**config.mk**
```make
export PLATFORM = sky130hd
export DESIGN_NAME = systolic_seq_ctrl_flat
export DESIGN_NICKNAME = d
export VERILOG_FILES = /design/src/rtl/systolic_seq_ctrl_if.sv /design/src/rtl/systolic_seq_ctrl.sv /design/src/flat_wrapper.sv
export SDC_FILE = /design/constraint.sdc
export NUM_CORES = 1
export LEC_CHECK = 0
export CAP_MARGIN = 20
export CELL_PAD_IN_SITES_DETAIL_PLACEMENT = 0
export CELL_PAD_IN_SITES_GLOBAL_PLACEMENT = 1
export CORE_MARGIN = 2
export CORE_UTILIZATION = 45
export DETAILED_ROUTE_END_ITERATION = 16
export GPL_TIMING_DRIVEN = 0
export PLACE_DENSITY = 0.91
export RECOVER_POWER = 50
export SETUP_SLACK_MARGIN = 0.15
export SKIP_CTS_REPAIR_TIMING = 1
export SLEW_MARGIN = 10
export SYNTH_ARGS = -nofsm -noshare
export SYNTH_HDL_FRONTEND = slang
export SYNTH_SLANG_ARGS = --single-unit
```
**constraint.sdc**
```tcl
create_clock -name clk -period 7.9 [get_ports clk]
set_input_delay 0.79 -clock clk [delete_from_list [all_inputs] [get_ports clk]]
set_output_delay 0.79 -clock clk [all_outputs]
set_load 0.03 [all_outputs]
```
**src/rtl/systolic_seq_ctrl_if.sv**
```systemverilog
`default_nettype none
// ============================================================================
// Module      : systolic_seq_ctrl_if
// Description : Signal bundle between the systolic-array sequencer and its
//               neighbours (command source, operand feeder, PE array,
//               result collector).
//               master : sequencer side (drives pacing and readout signals)
//               slave  : environment side (drives start/k_len/out_ready)
// Ports       : none (signal container only)
//               start/k_len   command strobe and inner dimension K
//               out_ready     result collector accepts current row
//               busy, array_clr, feed_valid, feed_cnt, lane_en,
//               out_valid, out_row, done, err   sequencer outputs
// Revision    : 1.0 - initial release
// ============================================================================
interface systolic_seq_ctrl_if #(
    parameter int ARRAY_N = 4,
    parameter int K_MAX   = 16
);
    localparam int KW = $clog2(K_MAX + 1);
    localparam int CW = $clog2(K_MAX + 2 * ARRAY_N);
    localparam int RW = (ARRAY_N > 1) ? $clog2(ARRAY_N) : 1;

    logic               start;
    logic [KW-1:0]      k_len;
    logic               out_ready;
    logic               busy;
    logic               array_clr;
    logic               feed_valid;
    logic [CW-1:0]      feed_cnt;
    logic [ARRAY_N-1:0] lane_en;
    logic               out_valid;
    logic [RW-1:0]      out_row;
    logic               done;
    logic               err;

    modport master (
        input  start, k_len, out_ready,
        output busy, array_clr, feed_valid, feed_cnt, lane_en,
               out_valid, out_row, done, err
    );

    modport slave (
        output start, k_len, out_ready,
        input  busy, array_clr, feed_valid, feed_cnt, lane_en,
               out_valid, out_row, done, err
    );
endinterface

`default_nettype wire

```
**src/rtl/systolic_seq_ctrl.sv**
```systemverilog
`default_nettype none
// ============================================================================
// Module      : systolic_seq_ctrl
// Description : Sequencer for an ARRAY_N x ARRAY_N output-accumulating
//               systolic MAC array. On start it clears the accumulators,
//               paces diagonally skewed operand injection, waits for the
//               wavefront to drain and then presents each array row to the
//               result collector over a valid/ready handshake.
// Ports       : clk    rising-edge clock
//               reset  synchronous, active-high reset
//               bus    systolic_seq_ctrl_if.master
//                      in : start, k_len, out_ready
//                      out: busy, array_clr, feed_valid, feed_cnt, lane_en,
//                           out_valid, out_row, done, err
// Revision    : 1.0 - initial release
// ============================================================================
module systolic_seq_ctrl #(
    parameter int ARRAY_N = 4,
    parameter int K_MAX   = 16
) (
    input  wire                 clk,
    input  wire                 reset,
    systolic_seq_ctrl_if.master bus
);
    localparam int KW = $clog2(K_MAX + 1);
    localparam int CW = $clog2(K_MAX + 2 * ARRAY_N);
    localparam int RW = (ARRAY_N > 1) ? $clog2(ARRAY_N) : 1;

    localparam logic [2:0] c_st_idle  = 3'd0;
    localparam logic [2:0] c_st_clear = 3'd1;
    localparam logic [2:0] c_st_feed  = 3'd2;
    localparam logic [2:0] c_st_drain = 3'd3;
    localparam logic [2:0] c_st_out   = 3'd4;

    localparam logic [KW-1:0] c_k_max      = KW'(K_MAX);
    // Modular: for ARRAY_N == 1 this is all-ones and K + (N-2) still
    // evaluates to K-1 in CW bits.
    localparam logic [CW-1:0] c_n_minus_2  = CW'(ARRAY_N - 2);
    localparam logic [CW-1:0] c_drain_last = CW'((ARRAY_N > 1) ? ARRAY_N - 2 : 0);
    localparam logic [RW-1:0] c_last_row   = RW'(ARRAY_N - 1);
    localparam bit            c_has_drain  = (ARRAY_N > 1);

    // Control state
    logic [2:0]         r_state;
    logic [CW-1:0]      r_cnt;
    logic [KW-1:0]      r_k;
    logic [RW-1:0]      r_row;

    // Registered outputs
    logic               r_busy;
    logic               r_array_clr;
    logic               r_feed_valid;
    logic [CW-1:0]      r_feed_cnt;
    logic [ARRAY_N-1:0] r_lane_en;
    logic               r_out_valid;
    logic [RW-1:0]      r_out_row;
    logic               r_done;
    logic               r_err;

    // Next-state values
    logic [2:0]         w_state_nxt;
    logic [CW-1:0]      w_cnt_nxt;
    logic [KW-1:0]      w_k_nxt;
    logic [RW-1:0]      w_row_nxt;
    logic               w_done_nxt;
    logic               w_err_nxt;
    logic               w_k_ok;
    logic [CW-1:0]      w_feed_last;
    logic               w_in_feed;
    logic               w_in_out;
    logic [ARRAY_N-1:0] w_lane_nxt;

    assign w_k_ok      = (bus.k_len != '0) && (bus.k_len <= c_k_max);
    assign w_feed_last = CW'(r_k) + c_n_minus_2;

    always_comb begin
        w_state_nxt = r_state;
        w_cnt_nxt   = r_cnt;
        w_k_nxt     = r_k;
        w_row_nxt   = r_row;
        w_done_nxt  = 1'b0;
        w_err_nxt   = 1'b0;
        case (r_state)
            c_st_idle: begin
                if (bus.start) begin
                    if (w_k_ok) begin
                        w_state_nxt = c_st_clear;
                        w_k_nxt     = bus.k_len;
                    end else begin
                        w_err_nxt = 1'b1;
                    end
                end
            end
            c_st_clear: begin
                w_state_nxt = c_st_feed;
                w_cnt_nxt   = '0;
            end
            c_st_feed: begin
                if (r_cnt == w_feed_last) begin
                    w_cnt_nxt   = '0;
                    w_row_nxt   = '0;
                    w_state_nxt = c_has_drain ? c_st_drain : c_st_out;
                end else begin
                    w_cnt_nxt = r_cnt + CW'(1);
                end
            end
            c_st_drain: begin
                // Last product lands in PE(N-1,N-1) on the final drain cycle.
                if (r_cnt == c_drain_last) begin
                    w_cnt_nxt   = '0;
                    w_row_nxt   = '0;
                    w_state_nxt = c_st_out;
                end else begin
                    w_cnt_nxt = r_cnt + CW'(1);
                end
            end
            c_st_out: begin
                // out_valid is always high in this state, so ready alone
                // marks acceptance of the current row.
                if (bus.out_ready) begin
                    if (r_row == c_last_row) begin
                        w_state_nxt = c_st_idle;
                        w_row_nxt   = '0;
                        w_done_nxt  = 1'b1;
                    end else begin
                        w_row_nxt = r_row + RW'(1);
                    end
                end
            end
            default: begin
                w_state_nxt = c_st_idle;
            end
        endcase
    end

    assign w_in_feed = (w_state_nxt == c_st_feed);
    assign w_in_out  = (w_state_nxt == c_st_out);

    // Lane i carries element k = t - i, valid for i <= t < i + K.
    for (genvar gi = 0; gi < ARRAY_N; gi++) begin : g_lane
        localparam logic [CW-1:0] c_idx = CW'(gi);
        assign w_lane_nxt[gi] = w_in_feed
                              && (w_cnt_nxt >= c_idx)
                              && (w_cnt_nxt < (c_idx + CW'(w_k_nxt)));
    end

    always_ff @(posedge clk) begin
        if (reset) begin
            r_state      <= c_st_idle;
            r_cnt        <= '0;
            r_k          <= '0;
            r_row        <= '0;
            r_busy       <= 1'b0;
            r_array_clr  <= 1'b0;
            r_feed_valid <= 1'b0;
            r_feed_cnt   <= '0;
            r_lane_en    <= '0;
            r_out_valid  <= 1'b0;
            r_out_row    <= '0;
            r_done       <= 1'b0;
            r_err        <= 1'b0;
        end else begin
            r_state      <= w_state_nxt;
            r_cnt        <= w_cnt_nxt;
            r_k          <= w_k_nxt;
            r_row        <= w_row_nxt;
            r_busy       <= (w_state_nxt != c_st_idle);
            r_array_clr  <= (w_state_nxt == c_st_clear);
            r_feed_valid <= w_in_feed;
            r_feed_cnt   <= w_in_feed ? w_cnt_nxt : '0;
            r_lane_en    <= w_lane_nxt;
            r_out_valid  <= w_in_out;
            r_out_row    <= w_in_out ? w_row_nxt : '0;
            r_done       <= w_done_nxt;
            r_err        <= w_err_nxt;
        end
    end

    assign bus.busy       = r_busy;
    assign bus.array_clr  = r_array_clr;
    assign bus.feed_valid = r_feed_valid;
    assign bus.feed_cnt   = r_feed_cnt;
    assign bus.lane_en    = r_lane_en;
    assign bus.out_valid  = r_out_valid;
    assign bus.out_row    = r_out_row;
    assign bus.done       = r_done;
    assign bus.err        = r_err;
endmodule

`default_nettype wire

```
**src/flat_wrapper.sv**
```systemverilog
// flat-port wrapper written by rule: the top's interface ports become plain ports
module systolic_seq_ctrl_flat 
#(
    parameter int ARRAY_N = 4,
    parameter int K_MAX   = 16
)
  (clk, reset, bus_start, bus_k_len, bus_out_ready, bus_busy, bus_array_clr, bus_feed_valid, bus_feed_cnt, bus_lane_en, bus_out_valid, bus_out_row, bus_done, bus_err);
  systolic_seq_ctrl_if #(.ARRAY_N(ARRAY_N), .K_MAX(K_MAX)) bus_i ();
  input  wire clk;
  input  wire reset;
  input wire logic [$bits(bus_i.start)-1:0] bus_start;
  input wire logic [$bits(bus_i.k_len)-1:0] bus_k_len;
  input wire logic [$bits(bus_i.out_ready)-1:0] bus_out_ready;
  output wire logic [$bits(bus_i.busy)-1:0] bus_busy;
  output wire logic [$bits(bus_i.array_clr)-1:0] bus_array_clr;
  output wire logic [$bits(bus_i.feed_valid)-1:0] bus_feed_valid;
  output wire logic [$bits(bus_i.feed_cnt)-1:0] bus_feed_cnt;
  output wire logic [$bits(bus_i.lane_en)-1:0] bus_lane_en;
  output wire logic [$bits(bus_i.out_valid)-1:0] bus_out_valid;
  output wire logic [$bits(bus_i.out_row)-1:0] bus_out_row;
  output wire logic [$bits(bus_i.done)-1:0] bus_done;
  output wire logic [$bits(bus_i.err)-1:0] bus_err;
  assign bus_i.start = bus_start;
  assign bus_i.k_len = bus_k_len;
  assign bus_i.out_ready = bus_out_ready;
  assign bus_busy = bus_i.busy;
  assign bus_array_clr = bus_i.array_clr;
  assign bus_feed_valid = bus_i.feed_valid;
  assign bus_feed_cnt = bus_i.feed_cnt;
  assign bus_lane_en = bus_i.lane_en;
  assign bus_out_valid = bus_i.out_valid;
  assign bus_out_row = bus_i.out_row;
  assign bus_done = bus_i.done;
  assign bus_err = bus_i.err;
  systolic_seq_ctrl #(.ARRAY_N(ARRAY_N), .K_MAX(K_MAX)) u_core (.clk(clk), .reset(reset), .bus(bus_i));
endmodule
```
## Yosys cells after proc, flatten, opt, wreduce, memory -nomap -nowiden

Index checks and enable logic that the tools add are counted.

| cells by class | value |
|---|---|
| $add $sub $neg | 6 |
| order comparisons | 9 |
| equality and inequality tests | 10 |
| multiplexer cells | 20 |
| bitwise gates (word level) | 6 |
| reduce and logical (&&, ||, !) cells | 16 |

Operators by type and width:

| cell | number |
|---|---|
| two-way mux 5 bit | 5 |
| < comparator 5 bit | 4 |
| two-way mux 3 bit | 6 |
| one-hot mux 3 bit (5 select lines) | 1 |
| one-hot mux 5 bit (3 select lines) | 1 |
| adder 2 x 5 -> 5 bit (first input constant) | 2 |
| greater-or-equal comparator 5 x 1 -> 1 bit (second input constant) | 2 |
| greater-or-equal comparator 5 x 2 -> 1 bit (second input constant) | 2 |
| equality test 3 x 2 -> 1 bit (second input constant) | 3 |
| logical AND 1 bit | 9 |
| two-way mux 2 bit | 4 |
| equality test 3 x 1 -> 1 bit (second input constant) | 2 |
| equality test 3 bit (second input constant) | 2 |
| inverter 1 bit | 6 |
| one-hot mux 2 bit (3 select lines) | 1 |
| OR reduction 3 bit | 2 |
| adder 1 x 5 -> 5 bit (first input constant) | 1 |
| adder 5 x 1 -> 5 bit (second input constant) | 1 |
| adder 5 x 2 -> 5 bit (second input constant) | 1 |
| equality test 5 x 2 -> 1 bit (second input constant) | 1 |
| equality test 5 bit | 1 |
| less-or-equal comparator 5 bit (second input constant) | 1 |
| nonzero test 5 bit | 1 |
| OR reduction 2 bit | 2 |
| other kinds (5) | 6 |

| word-level totals | value |
|---|---|
| flip-flop bits (word level) | 32 |
| input port bits | 9 |
| output and inout bits | 17 |
| logic and storage cells | 80 |

## Logic depth before layout (Yosys ltp)

Gate-level depths: netlist of run 1.

| logic depth | value |
|---|---|
| depth in word-level cells | 8 |
| depth in mapped cells | 13 |
| depth with buffers taken out | 13 |

## Worst setup path before layout of run 1

No wires, ideal clock.

| timing | value |
|---|---|
| path kind | input to register |
| start | input port bus_k_len[1] |
| end | register u_core.r_lane_en[1] (netlist: u_core.bus.lane_en[1]) |
| setup time | 0.058 ns |
| data arrival time | 3.333 ns |
| slack | 4.509 ns |
| stages on the path | 13 |
| cells stage by stage | nor4_4 -> xnor2_1 -> nand2_1 -> mux2i_1 -> inv_1 -> ha_1 -> nand3_1 -> xor2_1 -> a21oi_1 -> o21ai_0 -> maj3_2 -> a311oi_1 -> o21a_1 |

| between the ends | value |
|---|---|
| word-level cells in the longest chain between the ends | 8 |

RTL lines:

| element | line | source |
|---|---|---|
| from (decl) | flat_wrapper.sv:12 | `input wire logic [$bits(bus_i.k_len)-1:0] bus_k_len;` |
| less-or-equal comparator 5 bit / nonzero test 5 bit (equally long branches) | systolic_seq_ctrl.sv:73 | `assign w_k_ok = (bus.k_len != '0) && (bus.k_len <= c_k_max);` |
| logical AND 1 bit | systolic_seq_ctrl.sv:73 |  |
| two-way mux 5 bit (*) | systolic_seq_ctrl.sv:86 | `if (w_k_ok) begin` |
| two-way mux 5 bit (*) | systolic_seq_ctrl.sv:85 | `if (bus.start) begin` |
| two-way mux 5 bit (*) | systolic_seq_ctrl.sv:83 | `case (r_state)` |
| net u_core.w_k_nxt[1] | systolic_seq_ctrl.sv:63 | `logic [KW-1:0] w_k_nxt;` |
| adder 1 x 5 -> 5 bit (*) | systolic_seq_ctrl.sv:144 | `&& (w_cnt_nxt < (c_idx + CW'(w_k_nxt)));` |
| < comparator 5 bit (*) | systolic_seq_ctrl.sv:144 |  |
| logical AND 1 bit (*) | systolic_seq_ctrl.sv:144 |  |
| to (signal assigned) | systolic_seq_ctrl.sv:171 | `r_lane_en <= w_lane_nxt;` |
| to (decl) | systolic_seq_ctrl.sv:54 | `logic [ARRAY_N-1:0] r_lane_en;` |

The timed path passes the listed nets; every way through them passes the cells marked *.
A chain may end at the register's enable or synchronous reset.

## Worst setup path after layout of run 1

| timing | value |
|---|---|
| start | input port bus_k_len[3] |
| end | register u_core.r_lane_en[1] (netlist: u_core.bus.lane_en[1]) |

| between the ends | value |
|---|---|
| word-level cells in the longest chain between the ends | 8 |

RTL lines:

| element | line |
|---|---|
| less-or-equal comparator 5 bit / nonzero test 5 bit (equally long branches) | systolic_seq_ctrl.sv:73 |
| logical AND 1 bit (*) | systolic_seq_ctrl.sv:73 |
| two-way mux 5 bit (*) | systolic_seq_ctrl.sv:86 |
| two-way mux 5 bit (*) | systolic_seq_ctrl.sv:85 |
| two-way mux 5 bit (*) | systolic_seq_ctrl.sv:83 |
| net u_core.w_k_nxt[1] | systolic_seq_ctrl.sv:63 |
| adder 1 x 5 -> 5 bit (*) | systolic_seq_ctrl.sv:144 |
| < comparator 5 bit (*) | systolic_seq_ctrl.sv:144 |
| logical AND 1 bit (*) | systolic_seq_ctrl.sv:144 |

Marked as above.

==> results of run 1 <==
layer usage:
metal | vias to the layer above | wire, um | track usage | share of wire
met5 | - | 0 | 0 | 0
met4 | 0 | 60 | 0.0566 | 0.015
met3 | 8 | 215 | 0.0451 | 0.054
met2 | 48 | 1790 | 0.276 | 0.45
met1 | 735 | 1910 | 0.232 | 0.48
li1 | 801 | - | - | -
cell usage after synthesis (all sizes together), types with 2 or more instances:
master / count
nor3: 4
o21ai: 6
a21oi: 10
a211oi: 2
nor4: 2
xor2: 6
or4b: 2
nand2: 12
and2: 2
o21bai: 2
mux2i: 4
o21a: 4
nor3b: 2
and3: 2
o2111ai: 2
nand3: 10
a31oi: 3
a22oi: 5
dfxtp: 32
clkbuf: 2
o22a: 2
maj3: 4
inv: 16
xnor2: 12
nor2b: 3
nor2: 20
a311oi: 2
ha: 18
a21o: 2
worst register-to-register path: stages, from the launching register on:
cell,delay (ps)
dfxtp_1,420
nor4b_4,410
nand2_1,260
mux2i_1,470
inv_1,170
ha_1,270
nand3_1,110
xor2_1,80
a21oi_1,140
o21ai_0,150
maj3_2,330
a311oi_1,300
o21a_1,180
power groups by stage:
stage	Combinational [W]	Clock, W	Sequential, W
finish	0.0000669	0.000117	0.000171
global route	0.0000745	0.000125	0.000171
floorplan	0.0000455	0	0.000177
CTS	0.0000690	0.000119	0.000171
global placement	0.0000674	0	0.000174
detailed placement	0.0000685	0	0.000174
state kept, by name, summed over array words and instances, names as in the netlist:
| register | cells |
|---|---|
| u_core.bus.feed_valid | 1 |
| u_core.bus.done | 1 |
| u_core.bus.array_clr | 1 |
| u_core.bus.err | 1 |
| u_core.bus.out_row | 2 |
| u_core.bus.busy | 1 |
| u_core.r_row | 2 |
| u_core.bus.feed_cnt | 5 |
| u_core.r_state | 3 |
| u_core.bus.out_valid | 1 |
| u_core.r_k | 5 |
| u_core.r_cnt | 5 |
| u_core.bus.lane_en | 4 |
cell families after synthesis:
family,count (synthesis)
simple gates,64
buf+inv,18
flops,32
fa+ha+maj,22
mux,4
xor+xnor,18
compound gates,47
worst max-delay path by stage:
| stage | start | endpoint | slack (ps) |
|---|---|---|---|
| CTS | bus_k_len[3] | u_core.bus.lane_en[1] | 3800 |
| floorplan | bus_k_len[1] | u_core.bus.lane_en[1] | 4510 |
| global route | bus_k_len[1] | u_core.bus.lane_en[1] | 2880 |
| detailed placement | bus_k_len[3] | u_core.bus.lane_en[1] | 3500 |
| finish | bus_k_len[3] | u_core.bus.lane_en[1] | 3230 |
| global placement | bus_k_len[3] | u_core.bus.lane_en[1] | 3550 |
cell usage in the layout, fill, tap and decap left out, drive strengths merged, types with 4 or more instances in the layout:
cell type	netlist	layout
dlygate4sd3	0	18
nor2	20	20
inv	16	16
dfxtp	32	32
nand2	12	12
xor2	6	6
clkbuf	2	8
o21a	4	4
xnor2	12	12
o21ai	6	6
maj3	4	4
clkdlybuf4s50	0	6
a21oi	10	10
ha	18	18
mux2i	4	4
a22oi	5	5
nor3	4	4
nand3	10	10
cell type report:
class | count | area (um2) | share of cell area
well taps | 50 | 62.6 | 0.0275
inverters | 16 | 62.6 | 0.0275
plain buffers | 2 | 7.51 | 0.00330
clock buffers | 6 | 72.6 | 0.0319
flip-flops and latches | 32 | 641 | 0.282
clock inverters | 1 | 5.00 | 0.00220
repair buffers | 24 | 240 | 0.106
multi-input cells | 155 | 1180 | 0.520
through the flow:
stage / instance area, um2 / hold slack [ps]
floorplan: 1920 / 488
global route: 2270 / 572
finish: 2270 / 550
detailed placement: 2230 / 542
CTS: 2300 / 558
global placement: 2230 / 520
==> impl_metrics.yaml, run 1 <==
critical_path:
  start_kind: "input port"
  critPathRequiredTime_ps: 8130
  r2r_cells: 12
  cp_slowest_stage_delay_ps: 950
  end_kind: "flop"
  r2r_setup_slack_ps: 4550
  cp.depth: 14
  timing.rr.start: "u_core.r_state[0]"
  path_cells: "clkdlybuf4s50_1 > nor4_1 > xnor2_1 > nand2_1 > mux2i_1 > inv_1 > ha_1 > nand3_1 > xor2_1 > a21oi_1 > o21ai_0 > maj3_2 > a311oi_1 > o21a_1"
  cp_top_family: "simple AND/OR/NAND/NOR gates"
  path_max_fanout: 8
  critPathArrivalTime_ps: 4900
  r2r_end: "u_core.bus.lane_en[1]"
  path_class: "in2reg"
  path_buf_inv: 2
  cp_slowest_cell: "nor4_1"
run_status:
  status: "finished clean"
yosys:
  synthAdderAreaFrac: 0.140
  ys_types: 51
  syn_area_um2: 1920
  synth.area.mux_share: 0.0228
  ys_seq_elements: 32
  synthSimpleGateAreaFrac: 0.192
  syn_area_per_cell_um2: 9.39
  synth_compound_area_frac: 0.194
  syn-instance-count: 205
  synth_top_area_cell: "dfxtp_1"
  yosysWarnings: 0
  synth_area_leaders: "dfxtp_1, ha_1, xnor2_1, nor2_1, xor2_1"
  synthXorXnorAreaFrac: 0.0819
  synth_nets: 232
  synth_top_family_by_area: "compound AO/OA/AOI/OAI gates"
  ys.flop_type: "dfxtp_1"
  synth_edf_count: 0
  netlist.area_leader.share: 0.333
  ys_seq_area_frac: 0.333
  synth-async-reset-ratio: 0
power_and_ir_drop:
  vdd_drop_max_mv: 0.0972
  pwr-share-seq: 0.481
  switching_share: 0.285
  switchingPower_w: 0.000101
  p_per_area_nw_per_um2: 156
  intPower_w: 0.000254
  p_leak_nw: 1.01
  power_w: 0.000355
  p_clk_frac: 0.331
  combPwrFrac: 0.188
die:
  die_x_um: 69.4
  coreArea_um2: 4060
  rows: 23
  die-height_um: 69.4
  pin_count: 26
  dieArea_um2: 4820
  start_util: 0.474
place:
  dp_slack_ps: 3500
  gp_congestion: 0.853
  numPlacedInstances: 279
  dpl.hpwl_um: 3030
  numPortBuffers: 24
route:
  ant_nets: 0
  drc: 0
  vias: 1592
  wl_per_cell_um: 13.9
  drt-total-wl_um: 3970
  vias_per_cell: 5.57
  drt_iter0_drc: 97
  drt-pass1-iter-count: 4
sta:
  drv_slew: 0
  slew_headroom: 0.228
  period_share: 0.592
  finalSetupViolCount: 0
  worst_slack_ps: 3230
  finClkSkew_ps: 3.94
  rsz0062_at_grt: "false"
  fin_crit_ps: 4670
  setup_tns_ps: 0
  fmax_mhz: 214
  hold_viol: 0
  worst_pin_slew_ps: 1150
global_routing:
  grt_use_total: 0.174
  grt_max_degree: 11
  antenna_found_initial: 0
  grt_pass1_vias: 1546
  grt-ovfl-total: 0
  grt_pass1_wl_um: 6890
worst_hold_path:
  hold_start: "u_core.r_row[0]"
  hold_path_depth: 2
  min_to: "u_core.r_row[0]"
  min_path_type: "reg2reg"
clocking:
  clkTransAtPathRegs_ps: 60
  clk_latency_ps: 280
  tritoncts: "yes"
  clock-sinks: 32
  clockBufferDepth: 2
  cts_htree_levels: 2
  cts_made_buffers: 5
  clock-root-buffer: "clkbuf_8"
finish:
  final_core_util: 0.560
  drive_gt1_frac: 0.0847
  instances_no_fill: 286
  nets: 263
  syn2layout_area_growth_pct: 18.1
  fillers: 365
  diodes: 0
flow_run:
  drv_cap: 0
(Power assumes the default switching activity.)
==> inputs of run 2 (changes only) <==
- CORE_UTILIZATION: 45 -> 38
- PLACE_DENSITY: 0.91 -> 0.83
- clock period: 7.9 -> 3.92 ns (I/O delays scaled with it)
==> run 2 against run 1 <==
Register-to-register slack lost 3800 ps. Critical path type unchanged. Sequential share of layout area shrank 0.97 points. First-iteration DRC count shrank 51%. Utilization shrank 7.1 points. Combinational power grew 110%. Non-clock buffer count grew 1. Hold slack lost 100 ps. Largest power group unchanged. Highest routed layer unchanged.
==> impl_metrics.yaml, run 2 (synthesis results as in run 1) <==
route:
  drt_iter0_drc: 48
  wl_per_cell_um: 13.2
  drt-pass1-iter-count: 4
  ant_nets: 0
  vias_per_cell: 5.08
  drt-total-wl_um: 4040
  drc: 0
  vias: 1550
finish:
  diodes: 0
  drive_gt1_frac: 0.105
  syn2layout_area_growth_pct: 22.3
  fillers: 499
  instances_no_fill: 305
  final_core_util: 0.489
  mostFrequentLayoutCell: "dfxtp_1"
  nets: 264
  final_cell_mix: "dfxtp_1, nor2_1, ha_1"
die:
  rows: 25
  die-height_um: 75.2
  start_util: 0.399
  die_x_um: 75.2
  coreArea_um2: 4820
  pin_count: 26
  dieArea_um2: 5650
run_status:
  status: "finished clean"
sta:
  fin_crit_ps: 3490
  rsz0062_at_grt: "false"
  finClkSkew_ps: 7.95
  hold_slack_ps: 449
  hold_viol: 0
  fmax_mhz: 286
  setup_tns_ps: 0
  finalSetupViolCount: 0
  slew_headroom: 0.522
  period_share: 0.891
  drv_slew: 0
  worst_slack_ps: 426
  worst_pin_slew_ps: 712
critical_path:
  path_class: "in2reg"
  end_kind: "flop"
  cp_top_family: "simple AND/OR/NAND/NOR gates"
  path_cells: "clkdlybuf4s50_1 > nor4_4 > xnor2_1 > nand2_1 > mux2i_4 > inv_1 > ha_1 > nand3_1 > xor2_1 > a21oi_1 > o21ai_0 > maj3_2 > a311oi_1 > o21a_1"
  path_max_fanout: 5
  r2r_cells: 12
  critPathArrivalTime_ps: 3730
  cp_slowest_stage_delay_ps: 510
  critPathRequiredTime_ps: 4150
  start_kind: "input port"
  cp.depth: 14
  path_buf_inv: 2
  cp_slowest_cell: "clkdlybuf4s50_1"
clocking:
  clockBufferDepth: 2
  cts_made_buffers: 5
  clk_latency_ps: 290
  clkTransAtPathRegs_ps: 70
  clock-sinks: 32
  tritoncts: "yes"
  cts_htree_levels: 2
  clock-root-buffer: "clkbuf_8"
place:
  dpl.hpwl_um: 3150
  numPortBuffers: 24
  gp_congestion: 0.816
  numPlacedInstances: 296
  dp_slack_ps: -78.9
power_and_ir_drop:
  vdd_drop_max_mv: 0.186
  p_leak_nw: 1.05
  p_per_area_nw_per_um2: 317
global_routing:
  grt_max_degree: 11
  antenna_found_initial: 0
  grt_pass1_vias: 1472
  grt_use_total: 0.166
  grt-ovfl-total: 0
  grt_pass1_wl_um: 6960
worst_hold_path:
  hold_path_depth: 2
  min_path_type: "in2reg"
flow_run:
  drv_cap: 0
-- run 2: per-layer routing --
metal / up-vias / GRT usage / wire (um)
li1: 798 / - / -
met1: 724 / 0.223 / 2010
met2: 23 / 0.255 / 1820
met3: 5 / 0.0442 / 142
met4: 0 / 0.0643 / 58
met5: - / 0 / 0
-- run 2: layout make-up --
type,count,area (um2),area share
Tap cell,67,83.8,0.0356
Inverter,16,62.6,0.0266
Buffer,2,7.51,0.00319
Clock inverter,2,10.0,0.00425
Sequential cell,32,641,0.272
Multi-Input combinational cell,155,1220,0.519
Timing Repair Buffer,25,244,0.104
Clock buffer,6,82.6,0.0351
-- run 2: final timing paths --
kind                                      start                    end  slack [ps]
worst max-delay path               bus_k_len[1]  u_core.bus.lane_en[1]         430
worst min-delay path                      reset          u_core.r_k[1]         450
worst max register to register  u_core.r_cnt[0]  u_core.bus.lane_en[2]         710
worst min register to register  u_core.r_row[1]        u_core.r_row[1]         540
-- run 2: worst reg2reg max path: stages (launching register included) --
cell and delay (ps):
dfxtp_1 380, inv_1 80, ha_1 140, or4b_1 560, o21ai_4 230, a31oi_4 70, a22oi_1 450, inv_1 200
ha_1 340, inv_1 40, a21o_1 150, maj3_2 310, a31oi_1 190
-- run 2: through the flow --
stage | cell area (um2) | total power (W)
after floorplan | 1920 | 0.000449
after global placement | 2250 | 0.000488
after detailed placement | 2250 | 0.000489
after CTS | 2340 | 0.000755
after global routing | 2350 | 0.000790
final | 2350 | 0.000746
-- run 2: report_power, final --
| part | total (W) | switching [W] | internal (W) |
|---|---|---|---|
| Combinational | 0.000138 | 0.0000796 | 0.0000586 |
| Clock | 0.000264 | 0.000124 | 0.000140 |
| Sequential | 0.000344 | 0.0000101 | 0.000334 |
| Total | 0.000746 | 0.000214 | 0.000532 |
